`src/rtl/dmem_arbiter.sv`:
```
// Two-requester round-robin arbiter for the single-port data RAM; grant registered, 1-cycle min request-to-grant, read data returned 1 cycle after its grant.
// Requesters hold their beat until granted; a locked owner keeps the grant for at most MAX_HOLD beats while the other waits.
module dmem_arbiter #(
   parameter int ADDR_W   = 12,
   parameter int DATA_W   = 32,
   parameter int MAX_HOLD = 4
) (
   input  logic                clock,
   input  logic                reset,
   input  logic [1:0]          req,
   input  logic [1:0]          we,
   input  logic [1:0]          lock,
   input  logic [2*ADDR_W-1:0] addr,
   input  logic [2*DATA_W-1:0] wdata,
   output logic [1:0]          gnt,
   output logic [1:0]          rvalid,
   output logic [DATA_W-1:0]   rdata,
   output logic                mem_wEn,
   output logic [ADDR_W-1:0]   mem_addr,
   output logic [DATA_W-1:0]   mem_dataIn,
   input  logic [DATA_W-1:0]   mem_dataOut
);

   localparam int HW = (MAX_HOLD > 1) ? $clog2(MAX_HOLD) : 1;
   localparam logic [HW-1:0] HOLD_TOP = HW'(MAX_HOLD - 1);

   // Encoding doubles as the grant vector.
   typedef enum logic [1:0] {
      IDLE = 2'b00,
      OWN0 = 2'b01,
      OWN1 = 2'b10
   } state_t;

   state_t        state_q, state_d;
   logic          last_owner_q, last_owner_d;
   logic [HW-1:0] hold_cnt_q, hold_cnt_d;
   logic [1:0]    rvalid_q, rvalid_d;
   logic          owned;
   logic          owner;
   logic          eff_last;

   assign owned    = (state_q != IDLE);
   assign owner    = (state_q == OWN1);
   // The beat granted this cycle counts as the most recent owner.
   assign eff_last = owned ? owner : last_owner_q;

   always_comb begin
      state_d      = IDLE;
      hold_cnt_d   = '0;
      last_owner_d = eff_last;
      if (owned && req[owner] && lock[owner] && (hold_cnt_q < HOLD_TOP)) begin
         state_d    = state_q;
         hold_cnt_d = hold_cnt_q + 1'b1;
      end else if (req == 2'b11) begin
         state_d = eff_last ? OWN0 : OWN1;
      end else if (req != 2'b00) begin
         state_d = req[1] ? OWN1 : OWN0;
         if (owned && (req[1] == owner)) begin
            hold_cnt_d = (hold_cnt_q == HOLD_TOP) ? hold_cnt_q : hold_cnt_q + 1'b1;
         end
      end
   end

   always_comb begin
      rvalid_d = gnt & ~we;
   end

   always_ff @(posedge clock) begin
      if (reset) begin
         state_q      <= IDLE;
         last_owner_q <= 1'b1;
         hold_cnt_q   <= '0;
         rvalid_q     <= '0;
      end else begin
         state_q      <= state_d;
         last_owner_q <= last_owner_d;
         hold_cnt_q   <= hold_cnt_d;
         rvalid_q     <= rvalid_d;
      end
   end

   assign gnt        = state_q;
   assign rvalid     = rvalid_q;
   assign rdata      = mem_dataOut;
   // Writes are suppressed in a reset cycle even if a burst is mid-flight.
   assign mem_wEn    = (|(gnt & we)) & ~reset;
   assign mem_addr   = owner ? addr[2*ADDR_W-1:ADDR_W] : addr[ADDR_W-1:0];
   assign mem_dataIn = owner ? wdata[2*DATA_W-1:DATA_W] : wdata[DATA_W-1:0];

endmodule

```
`config.mk`:
```
export PLATFORM = sky130hd
export DESIGN_NAME = dmem_arbiter
export DESIGN_NICKNAME = d
export VERILOG_FILES = /design/src/rtl/dmem_arbiter.sv
export SDC_FILE = /design/constraint.sdc
export NUM_CORES = 1
export LEC_CHECK = 0
export BUFFER_PORTS_ARGS = -buffer_cell sky130_fd_sc_hd__buf_2
export CAP_MARGIN = 0
export CORE_AREA = 3 3 81 83
export CTS_CLUSTER_SIZE = 12
export DETAILED_ROUTE_END_ITERATION = 8
export DIE_AREA = 0 0 84 86
export GPL_TIMING_DRIVEN = 0
export PLACE_DENSITY = 0.65
export SYNTH_ARGS = -nofsm -noshare
export SYNTH_HDL_FRONTEND = slang
export SYNTH_SLANG_ARGS = --single-unit
```
`constraint.sdc`:
```
create_clock -name clock -period 1.85 [get_ports clock]
set_clock_uncertainty 0.1 [all_clocks]
set_input_delay 0.0925 -clock clock [delete_from_list [all_inputs] [get_ports clock]]
set_output_delay 0.0925 -clock clock [all_outputs]
set_load 0.01 [all_outputs]
```
==> results_dict.tcl <==
set metrics [dict create \
    clockBufferDepth 2 \
    placedCellCount 369 \
    finalWorstSetupSlack_ns 0.0782 \
    cts_tree "done" \
    hold_depth 2 \
    nFillCells 591 \
    clock_sinks 7 \
    min_from "reset" \
    clock_latency_ns 0.23 \
    num_vias 1539 \
    crit_fanout 10 \
    first_iter_violations 18 \
    synth_seq_cells 7 \
    cp-end-kind "output pin" \
    synth_area_per_cell_um2 11.3 \
    fin_worst_hold_slack_ns 0.0425 \
    r2r_start "hold_cnt_q[0]" \
    rsz0062_at_grt "no" \
    start_util_pct 22.5 \
    crit_required_ns 1.66 \
    yosys.area.top_type "mux2_4" \
    seq_area_frac_synth_pct 10.5 \
    place_ws_ns 0.197 \
    wl_per_cell_um 12.5 \
    r2r-end "hold_cnt_q[0]" \
    wl_um 4700 \
    clock.fmax_mhz 564 \
    syn2layout_area_growth_pct 80.2 \
    netlist_top_cells_area "mux2_4, buf_4, dfxtp_1" \
    min_path_type "in -> reg" \
    fin_nets 432 \
    regArea_um2 141 \
    overflow 0 \
    min_to "rvalid[0]" \
    die_w_um 84 \
    timing.final.max_slew_violations 0 \
    power_density_nw_per_um2 431 \
    portBuffers 176 \
    dieHeight_um 86 \
    antenna_found_initial 1 \
    antenna_cells 0 \
    worstSetupPathType "reg -> out" \
    worstPathArrival_ns 1.58 \
    layout.cells.non_filler 377 \
    fin_crit_sh_pct 95.8 \
    setup_violations 0 \
    syn_inst 118 \
    drive_above_1_share_pct 88.7 \
    final_common_cell "buf_2" \
    rrSetupSlack_ns 0.38 \
    grt.total_usage_pct 11.0 \
    final_hold_viol_count 0 \
    dpl.hpwl_um 4200 \
    rows 28 \
    htreeDepth 1 \
    layout.cells.most_common_list "buf_2, mux2_4, buf_4, dfxtp_1, buf_12" \
    die-area_um2 7220 \
    ir_drop_mv 0.429 \
    drtAntennaViolNets 0 \
    drt-pass1-iter-count 4 \
    cts_made_buffers 3 \
    drv_cap 0 \
    p_leak_nw 1.37 \
    vias_per_cell 4.08 \
    synth_cell_types 29 \
    multi_input_comb_area_um2 853 \
    io_pins 209 \
    yosys.area.top_type_share_pct 45.1 \
    clkTransAtPathRegs_ns 0.04 \
    grt_max_degree 11 \
    finalCriticalPeriod_ns 1.77 \
    gp_congestion 0.754 \
    slew_headroom_pct 75.8 \
    drc 0 \
    grt_pass1_wl_um 6600 \
    syn_area_um2 1330 \
    yosysWarnings 0 \
    synthesis.nets 247 \
    start_kind "flop" \
    worst-r2r-cell-count 4 \
    design.core.area_um2 5920 \
    tightest_slew_ns 0.362 \
    finalSetupTns_ns 0 \
    grt_pass1_vias 1445 \
    status "completed" \
    cts-root-buf "clkbuf_8" \
]
==> layer usage <==
| metal | up-vias | routed length (um) | global-route usage (%) | share of wire (%) |
|---|---|---|---|---|
| met3 | 10 | 494 | 2.98 | 11 |
| met5 | - | 13 | 0 | 0.28 |
| li1 | 760 | - | - | - |
| met4 | 2 | 68 | 3.22 | 1.4 |
| met2 | 99 | 2530 | 21.5 | 54 |
| met1 | 668 | 1590 | 11.5 | 34 |
==> cell type report <==
cell class	count	area share [%]
repair buffers	180	38.7
inverters	2	0.313
plain buffers	37	13.8
flip-flops and latches	7	5.89
multi-input cells	72	35.5
well taps	75	3.91
clock buffers	4	1.88
==> cell families after synthesis <==
logic type | synth area share (%)
muxes | 50.0
buffers and inverters | 25.4
and+or+nand+nor | 6.20
AOI/OAI and AO/OA | 6.95
DFF | 10.5
adders and majority gates | 0.939
==> per-stage QoR <==
| stage | power [mW] | utilization (%) | area (um2) |
|---|---|---|---|
| 5_1_grt | 1.10 | 40.6 | 2400 |
| 3_5_place_dp | 0.815 | 39.0 | 2310 |
| 3_3_place_gp | 0.806 | 39.0 | 2310 |
| 6_report | 1.03 | 40.6 | 2400 |
| 4_1_cts | 1.04 | 40.1 | 2370 |
| 2_1_floorplan | 0.564 | - | 1330 |
==> registers in the layout (all words and copies together), names as in the netlist <==
signal,cells
hold_cnt_q,2
gnt,2
rvalid,2
last_owner_q,1
==> critical path, stage by stage, from the launching register on <==
cell and delay, ns:
dfxtp_2 0.39, nor2b_2 0.17, buf_6 0.17, buf_12 0.16, mux2_4 0.30, buf_2 0.15
==> synth_stat cells <==
master / number
mux2_4: 40
buf_4: 32
dfxtp_1: 7
buf_12: 4
mux2_2: 4
nand2_1: 4
inv_1: 2
mux2i_1: 2
nor2_1: 2
nor3b_1: 2
a211oi_1: 1
a211oi_2: 1
a21oi_1: 1
a221oi_1: 1
a22oi_1: 1
a31o_2: 1
a31oi_1: 1
a41o_1: 1
and2_1: 1
buf_6: 1
ha_1: 1
nand3_1: 1
nand3b_1: 1
nand4bb_1: 1
nor2b_2: 1
o211ai_1: 1
o21bai_1: 1
o221a_2: 1
or2_2: 1
==> how the worst max path moves through the flow <==
| stage | startpoint | to | slack, ns | depth (start not counted) |
|---|---|---|---|---|
| finish | gnt[1] | mem_addr[10] | 0.08 | 5 |
| global route | gnt[1] | mem_addr[10] | 0.02 | 5 |
| CTS | gnt[1] | mem_addr[10] | 0.05 | 5 |
| detailed placement | gnt[1] | mem_addr[10] | 0.20 | 5 |
| global placement | gnt[1] | mem_addr[10] | 0.21 | 5 |
| floorplan | gnt[1] | mem_addr[0] | 0.41 | 4 |
==> what timing repair did <==
item,in CTS,in global routing
gates resized for setup,1,0
setup endpoints to repair,40,1
hold endpoints to repair,2,0
hold buffers,2,0
buffers inserted,0,2
==> report_power, final <==
part	total (mW)	internal, mW	leakage, nW	switching, mW
Clock	0.216	0.149	0.0228	0.0670
Combinational	0.642	0.397	1.29	0.244
Sequential	0.177	0.164	0.0578	0.0134
Total	1.03	0.710	1.37	0.325
No activity file was read; power rests on OpenSTA's default activity.
